## src/rtl/core_fetch_unit_pkg.sv

```systemverilog
// rtl/core_fetch_unit_pkg.sv - shared defines and package constants for the fetch stage
`ifndef CORE_DEFINES_SVH
`define CORE_DEFINES_SVH
`define CPURstAddress  32'h0000_0000
`define JumpEnable     1'b1
`define JumpDisable    1'b0
`define HoldEnable     1'b1
`define HoldNone       1'b0
`define InstAddressBus 31:0
`define InstByteBus    7:0
`define INST_NOP       32'h0000_0013
`endif

package core_fetch_unit_pkg;

  localparam logic [31:0]  CPU_RST_ADDRESS = `CPURstAddress;
  localparam logic [31:0]  INST_NOP_WORD   = `INST_NOP;
  localparam int unsigned  DEFAULT_DEPTH   = 4;
  localparam int unsigned  FETCH_STEP      = 4;

endpackage

```

## src/rtl/core_fetch_unit_if.sv

```systemverilog
// rtl/core_fetch_unit_if.sv - ROM request path and IF/ID handshake bundle
interface core_fetch_unit_if #(
  parameter int unsigned ADDR_W = 32,
  parameter int unsigned INST_W = 32
);

  logic              rom_req_out;
  logic [ADDR_W-1:0] rom_addr_out;
  logic [INST_W-1:0] rom_data_in;
  logic              inst_valid_out;
  logic              inst_ready_in;
  logic [INST_W-1:0] inst_out;
  logic [ADDR_W-1:0] inst_addr_out;

  // Fetch unit side: issues ROM reads and presents the head instruction.
  modport master (
    output rom_req_out, rom_addr_out, inst_valid_out, inst_out, inst_addr_out,
    input  rom_data_in, inst_ready_in
  );

  // Environment side: the ROM and the IF/ID consumer.
  modport slave (
    input  rom_req_out, rom_addr_out, inst_valid_out, inst_out, inst_addr_out,
    output rom_data_in, inst_ready_in
  );

endinterface

```

## src/rtl/core_sync_fifo.sv

```systemverilog
// rtl/core_sync_fifo.sv - synchronous FIFO with push/pop/flush and occupancy count
module core_sync_fifo #(
  parameter int unsigned WIDTH = 64,
  parameter int unsigned DEPTH = 4
) (
  input  logic                       clk,
  input  logic                       rst_n,
  input  logic                       i_flush,
  input  logic                       i_push,
  input  logic [WIDTH-1:0]           i_push_data,
  input  logic                       i_pop,
  output logic [WIDTH-1:0]           o_head_data,
  output logic [$clog2(DEPTH+1)-1:0] o_count,
  output logic                       o_empty,
  output logic                       o_full
);

  localparam int unsigned PTR_W = $clog2(DEPTH);
  localparam int unsigned CNT_W = $clog2(DEPTH+1);
  localparam logic [CNT_W-1:0] FULL_CNT = CNT_W'(DEPTH);

  logic [WIDTH-1:0] r_mem [DEPTH];
  logic [PTR_W-1:0] r_wr_ptr;
  logic [PTR_W-1:0] r_rd_ptr;
  logic [CNT_W-1:0] r_count;
  logic             w_do_push;
  logic             w_do_pop;

  // A pop on an empty FIFO is ignored; a push when full is dropped and flagged below.
  assign w_do_pop  = i_pop & (r_count != '0);
  assign w_do_push = i_push & ((r_count != FULL_CNT) | w_do_pop);

  assign o_head_data = r_mem[r_rd_ptr];
  assign o_count     = r_count;
  assign o_empty     = (r_count == '0);
  assign o_full      = (r_count == FULL_CNT);

  // Pointers wrap naturally; count disambiguates full from empty; flush wins.
  always_ff @(posedge clk or negedge rst_n) begin
    if (!rst_n) begin
      r_wr_ptr <= '0;
      r_rd_ptr <= '0;
      r_count  <= '0;
    end else if (i_flush) begin
      r_wr_ptr <= '0;
      r_rd_ptr <= '0;
      r_count  <= '0;
    end else begin
      if (w_do_push) r_wr_ptr <= r_wr_ptr + PTR_W'(1);
      if (w_do_pop)  r_rd_ptr <= r_rd_ptr + PTR_W'(1);
      r_count <= r_count + CNT_W'(w_do_push) - CNT_W'(w_do_pop);
    end
  end

  // Storage array carries no reset; only entries below count are ever observed.
  always_ff @(posedge clk) begin
    if (w_do_push && !i_flush) r_mem[r_wr_ptr] <= i_push_data;
  end

  // The producer reserves space before requesting, so a push at full is a design bug.
  always_ff @(posedge clk) begin
    if (rst_n && i_push && !i_flush)
      assert (r_count != FULL_CNT) else $error("core_sync_fifo: push while full");
  end

endmodule

```

## src/rtl/core_fetch_unit.sv

```systemverilog
// rtl/core_fetch_unit.sv - PC generator, 1-cycle ROM request path and prefetch FIFO
module core_fetch_unit
  import core_fetch_unit_pkg::*;
#(
  parameter int unsigned       ADDR_W   = 32,
  parameter int unsigned       INST_W   = 32,
  parameter int unsigned       DEPTH    = DEFAULT_DEPTH,
  parameter logic [ADDR_W-1:0] RST_ADDR = ADDR_W'(CPU_RST_ADDRESS),
  parameter logic [INST_W-1:0] NOP_INST = INST_W'(INST_NOP_WORD)
) (
  input  logic                       clk,
  input  logic                       rst,
  input  logic                       jump_flag_in,
  input  logic [ADDR_W-1:0]          jump_addr_in,
  input  logic                       hold_flag_in,
  core_fetch_unit_if.master          bus,
  output logic [ADDR_W-1:0]          pc_out,
  output logic [$clog2(DEPTH+1)-1:0] fifo_count_out
);

  localparam int unsigned CNT_W   = $clog2(DEPTH+1);
  localparam int unsigned ENTRY_W = ADDR_W + INST_W;
  localparam logic [CNT_W:0] DEPTH_LIM = (CNT_W+1)'(DEPTH);

  logic [ADDR_W-1:0]  r_pc;
  logic [ADDR_W-1:0]  r_inflight_addr;
  logic               r_inflight;

  logic               w_issue;
  logic               w_push;
  logic               w_pop;
  logic               w_empty;
  logic               w_full;
  logic [CNT_W-1:0]   w_count;
  logic [CNT_W:0]     w_occupancy;
  logic [ENTRY_W-1:0] w_head;
  logic [ENTRY_W-1:0] w_push_data;
  logic               w_unused_jump_lsb;

  // The target is always word aligned; the low address bits carry no meaning.
  assign w_unused_jump_lsb = ^{jump_addr_in[1:0], w_full};

  // Space check counts the request still in flight so its response always fits.
  assign w_occupancy = {1'b0, w_count} + {{CNT_W{1'b0}}, r_inflight};
  assign w_issue     = rst & !jump_flag_in & !hold_flag_in & (w_occupancy < DEPTH_LIM);

  // A jump discards the response of the previous request and any pop this cycle.
  assign w_push      = r_inflight & !jump_flag_in;
  assign w_pop       = !w_empty & bus.inst_ready_in & !jump_flag_in;
  assign w_push_data = {r_inflight_addr, bus.rom_data_in};

  // PC advances on each issue, redirects on jump, and freezes otherwise.
  always_ff @(posedge clk or negedge rst) begin
    if (!rst) begin
      r_pc            <= RST_ADDR;
      r_inflight      <= 1'b0;
      r_inflight_addr <= '0;
    end else begin
      r_inflight <= w_issue;
      if (jump_flag_in) begin
        r_pc <= {jump_addr_in[ADDR_W-1:2], 2'b00};
      end else if (w_issue) begin
        r_pc            <= r_pc + ADDR_W'(FETCH_STEP);
        r_inflight_addr <= r_pc;
      end
    end
  end

  core_sync_fifo #(
    .WIDTH (ENTRY_W),
    .DEPTH (DEPTH)
  ) u_prefetch_fifo (
    .clk         (clk),
    .rst_n       (rst),
    .i_flush     (jump_flag_in),
    .i_push      (w_push),
    .i_push_data (w_push_data),
    .i_pop       (w_pop),
    .o_head_data (w_head),
    .o_count     (w_count),
    .o_empty     (w_empty),
    .o_full      (w_full)
  );

  assign bus.rom_req_out    = w_issue;
  assign bus.rom_addr_out   = r_pc;
  assign bus.inst_valid_out = !w_empty;
  assign bus.inst_out       = w_empty ? NOP_INST : w_head[INST_W-1:0];
  assign bus.inst_addr_out  = w_empty ? '0 : w_head[ENTRY_W-1:INST_W];
  assign pc_out             = r_pc;
  assign fifo_count_out     = w_count;

endmodule

```

## src/flat_wrapper.sv

```systemverilog
// flat-port wrapper written by rule: the top's interface ports become plain ports
module core_fetch_unit_flat import core_fetch_unit_pkg::*;
#(
  parameter int unsigned       ADDR_W   = 32,
  parameter int unsigned       INST_W   = 32,
  parameter int unsigned       DEPTH    = DEFAULT_DEPTH,
  parameter logic [ADDR_W-1:0] RST_ADDR = ADDR_W'(CPU_RST_ADDRESS),
  parameter logic [INST_W-1:0] NOP_INST = INST_W'(INST_NOP_WORD)
)
  (clk, rst, jump_flag_in, jump_addr_in, hold_flag_in, pc_out, fifo_count_out, bus_rom_req_out, bus_rom_addr_out, bus_inst_valid_out, bus_inst_out, bus_inst_addr_out, bus_rom_data_in, bus_inst_ready_in);
  core_fetch_unit_if #(.ADDR_W(ADDR_W), .INST_W(INST_W)) bus_i ();
  input  logic clk;
  input  logic rst;
  input  logic jump_flag_in;
  input  logic [ADDR_W-1:0] jump_addr_in;
  input  logic hold_flag_in;
  output logic [ADDR_W-1:0] pc_out;
  output logic [$clog2(DEPTH+1)-1:0] fifo_count_out;
  output wire logic [$bits(bus_i.rom_req_out)-1:0] bus_rom_req_out;
  output wire logic [$bits(bus_i.rom_addr_out)-1:0] bus_rom_addr_out;
  output wire logic [$bits(bus_i.inst_valid_out)-1:0] bus_inst_valid_out;
  output wire logic [$bits(bus_i.inst_out)-1:0] bus_inst_out;
  output wire logic [$bits(bus_i.inst_addr_out)-1:0] bus_inst_addr_out;
  input wire logic [$bits(bus_i.rom_data_in)-1:0] bus_rom_data_in;
  input wire logic [$bits(bus_i.inst_ready_in)-1:0] bus_inst_ready_in;
  assign bus_rom_req_out = bus_i.rom_req_out;
  assign bus_rom_addr_out = bus_i.rom_addr_out;
  assign bus_inst_valid_out = bus_i.inst_valid_out;
  assign bus_inst_out = bus_i.inst_out;
  assign bus_inst_addr_out = bus_i.inst_addr_out;
  assign bus_i.rom_data_in = bus_rom_data_in;
  assign bus_i.inst_ready_in = bus_inst_ready_in;
  core_fetch_unit #(.ADDR_W(ADDR_W), .INST_W(INST_W), .DEPTH(DEPTH), .RST_ADDR(RST_ADDR), .NOP_INST(NOP_INST)) u_core (.clk(clk), .rst(rst), .jump_flag_in(jump_flag_in), .jump_addr_in(jump_addr_in), .hold_flag_in(hold_flag_in), .bus(bus_i), .pc_out(pc_out), .fifo_count_out(fifo_count_out));
endmodule
```

## config.mk

```make
export PLATFORM = sky130hd
export DESIGN_NAME = core_fetch_unit_flat
export DESIGN_NICKNAME = d
export VERILOG_FILES = /design/src/rtl/core_fetch_unit_pkg.sv /design/src/rtl/core_fetch_unit_if.sv /design/src/rtl/core_sync_fifo.sv /design/src/rtl/core_fetch_unit.sv /design/src/flat_wrapper.sv
export SDC_FILE = /design/constraint.sdc
export NUM_CORES = 1
export LEC_CHECK = 0
export CAP_MARGIN = 10
export CORE_MARGIN = 2
export CORE_UTILIZATION = 50
export CTS_BUF_LIST = sky130_fd_sc_hd__clkbuf_2 sky130_fd_sc_hd__clkbuf_4 sky130_fd_sc_hd__clkbuf_8
export CTS_CLUSTER_SIZE = 16
export DETAILED_ROUTE_END_ITERATION = 7
export MAX_ROUTING_LAYER = met4
export PLACE_DENSITY = 0.74
export REMOVE_ABC_BUFFERS = 1
export SLEW_MARGIN = 30
export SYNTH_ARGS = -nofsm -noshare
export SYNTH_HDL_FRONTEND = slang
export SYNTH_HIERARCHICAL = 1
export SYNTH_SLANG_ARGS = --single-unit
```

## constraint.sdc

```tcl
create_clock -name clk -period 5.98 [get_ports clk]
set_input_delay 0.897 -clock clk [delete_from_list [all_inputs] [get_ports clk]]
set_output_delay 0.897 -clock clk [all_outputs]
set_load 0.05 [all_outputs]
```

==> results.yml <==
status:
  run_status: "finished with violations"
  failed_checks: "design-rule violations"
place:
  gp_congestion: 0.778
  place_hpwl_um: 16800
  io_buffers: 195
timing:
  fmax_mhz: 219
  post-route-period-util_pct: 76.5
  finalMaxSlewViolations: 0
  rsz0062_at_grt: "no"
  min_period_ns: 4.57
  slew_headroom_pct: 35.3
  finalSetupViolCount: 0
  finalHoldWorstSlack_ns: 0.447
  final.setup_skew_ns: 0.0169
  hold_viol_final: 0
  worst_slew_pin_slew_ns: 0.966
routing:
  drt-initial-drc-count: 631
  num_vias: 7661
  drc: 12
  drt_wl_total_um: 27300
  detail_route.wl_per_cell_um: 19.6
  vias_per_cell: 5.49
  firstDrtPassIters: 8
  ant_nets: 0
global_routing:
  track_usage_pct: 20.5
  grt_pass1_wl_um: 43300
  grt_overflow: 0
  grt_pass1_vias: 7849
  grt_max_degree: 69
  antenna_found_initial: 0
logic_synthesis:
  yosys_warnings: 6
  synth.cell_area_mm2: 0.0134
  postSynthAreaPerCell_um2: 16.3
  synthCells: 819
setup_path:
  critical_path_class: "primary input to output pin"
  arrival_ns: 3.68
  start_kind: "primary input"
  path_max_fanout: 54
  end_kind: "output pin"
  worstPathRequired_ns: 5.08
power:
  peakVddDrop_mv: 0.149
  switching_share_pct: 25.0
  leakagePower_nw: 5.77
  p_switching_mw: 1.22
  internal_power_mw: 3.65
  pwr-share-clk_pct: 35.7
  power.density_mw_per_mm2: 295
  sequentialPowerShare_pct: 53.9
  finalPower_mw: 4.87
  p_comb_share_pct: 10.4
cells_and_area:
  area_delta_synth_final_pct: 23.8
  antenna_cells: 0
  drive_above_1_share_pct: 17.1
  nFillCells: 1934
  nets: 1096
cts:
  htreeDepth: 2
  cts_hold_buf: 0
  cts_made_buffers: 50
  clk_pin_slew_ns: 0.06
  postCtsSetupBuffers: 0
  cts_tree: "done"
  cts_buffer_depth: 3
  cts_sinks: 324
  root_buffer: "clkbuf_8"
  clock_latency_ns: 0.56
  ctsResizeCount: 0
floorplanning:
  pin_count: 202
  die_x_um: 167
  die_y_um: 167
  core-area_mm2: 0.0261
  dieArea_mm2: 0.0280
  start_util_pct: 51.1
  row_count: 59
flow_run:
  max_cap_violations: 0
worst_hold_path:
  min_path_type: "primary input to asynchronous set/reset pin"
metrics by stage:
step / area (um^2) / setup slack (ns) / util [%] / setup TNS [ns] / cells
2_1_floorplan: 12900 / -1.44 / - / -372.24 / 758
3_3_place_gp: 15400 / 1.39 / 58.8 / 0 / 1295
3_5_place_dp: 15500 / 1.39 / 59.5 / 0 / 1302
4_1_cts: 16500 / 1.39 / 63.1 / 0 / 1394
5_1_grt: 16500 / 1.30 / 63.2 / 0 / 1395
6_report: 16500 / 1.41 / 63.2 / 0 / 1395
power by group through the flow:
stage	sequential (mW)	combinational [mW]	clock, mW
2_1_floorplan	2.78	0.154	0
3_3_place_gp	2.67	0.500	0
3_5_place_dp	2.67	0.507	0
4_1_cts	2.63	0.509	1.79
5_1_grt	2.64	0.535	1.88
6_report	2.63	0.506	1.74
area by class of cell:
cell class / instances / area (um^2) / area share [%]
clock buffers: 73 / 880 / 5.32
clock inverters: 19 / 86.3 / 0.522
inverters: 11 / 46.3 / 0.280
multi-input cells: 423 / 3520 / 21.3
flip-flops and latches: 324 / 9400 / 56.9
well taps: 335 / 419 / 2.54
repair buffers: 210 / 2180 / 13.2
final timing paths:
path / depth (start not counted) / end / slack (ns) / startpoint
max: 6 / bus_rom_req_out / 1.41 / jump_flag_in
min: 2 / u_core/r_inflight_addr[22] / 0.45 / rst
max reg2reg: 8 / u_core/u_prefetch_fifo/r_mem[2][12] / 2.81 / u_core/u_prefetch_fifo/o_count[1]
min reg2reg: 0 / u_core/u_prefetch_fifo/r_mem[2][43] / 0.52 / u_core/r_inflight_addr[11]
max in group asynchronous: 2 / u_core/u_prefetch_fifo/r_rd_ptr[0] / 5.04 / rst
min in group clk: 0 / u_core/u_prefetch_fifo/r_mem[2][43] / 0.52 / u_core/r_inflight_addr[11]
cell usage in the layout (no fill, tap or decap), drive strengths merged, types with 16 or more instances in the layout:
master         instances
clkbuf                73
nand2                124
mux4                  64
buf                   16
edfxtp               256
nor2                  19
clkinv                18
clkdlybuf4s50        194
dfrtp                 68
nor2b                 66
per-layer routing:
layer  wire length (um)  GRT usage, %
met5                  0             -
met4                428          5.14
met3               1640          3.83
met2              13200          31.8
met1              12000          28.4
sequential cells by signal, summed over array words and instances (netlist names):
register                         cells
u_core/u_prefetch_fifo/r_wr_ptr      2
u_core/r_inflight                    1
u_core/r_inflight_addr              30
u_core/u_prefetch_fifo/o_count       3
u_core/bus.rom_addr_out             30
u_core/u_prefetch_fifo/r_rd_ptr      2
u_core/u_prefetch_fifo/r_mem       256
worst max-delay path: stages:
cell             delay [ns]
clkdlybuf4s50_1        0.43
or4b_1                 0.53
a31o_2                 0.22
buf_4                  0.31
clkinv_4               0.37
clkdlybuf4s50_1        0.88
Note: power is estimated with default switching activity, not from simulation.
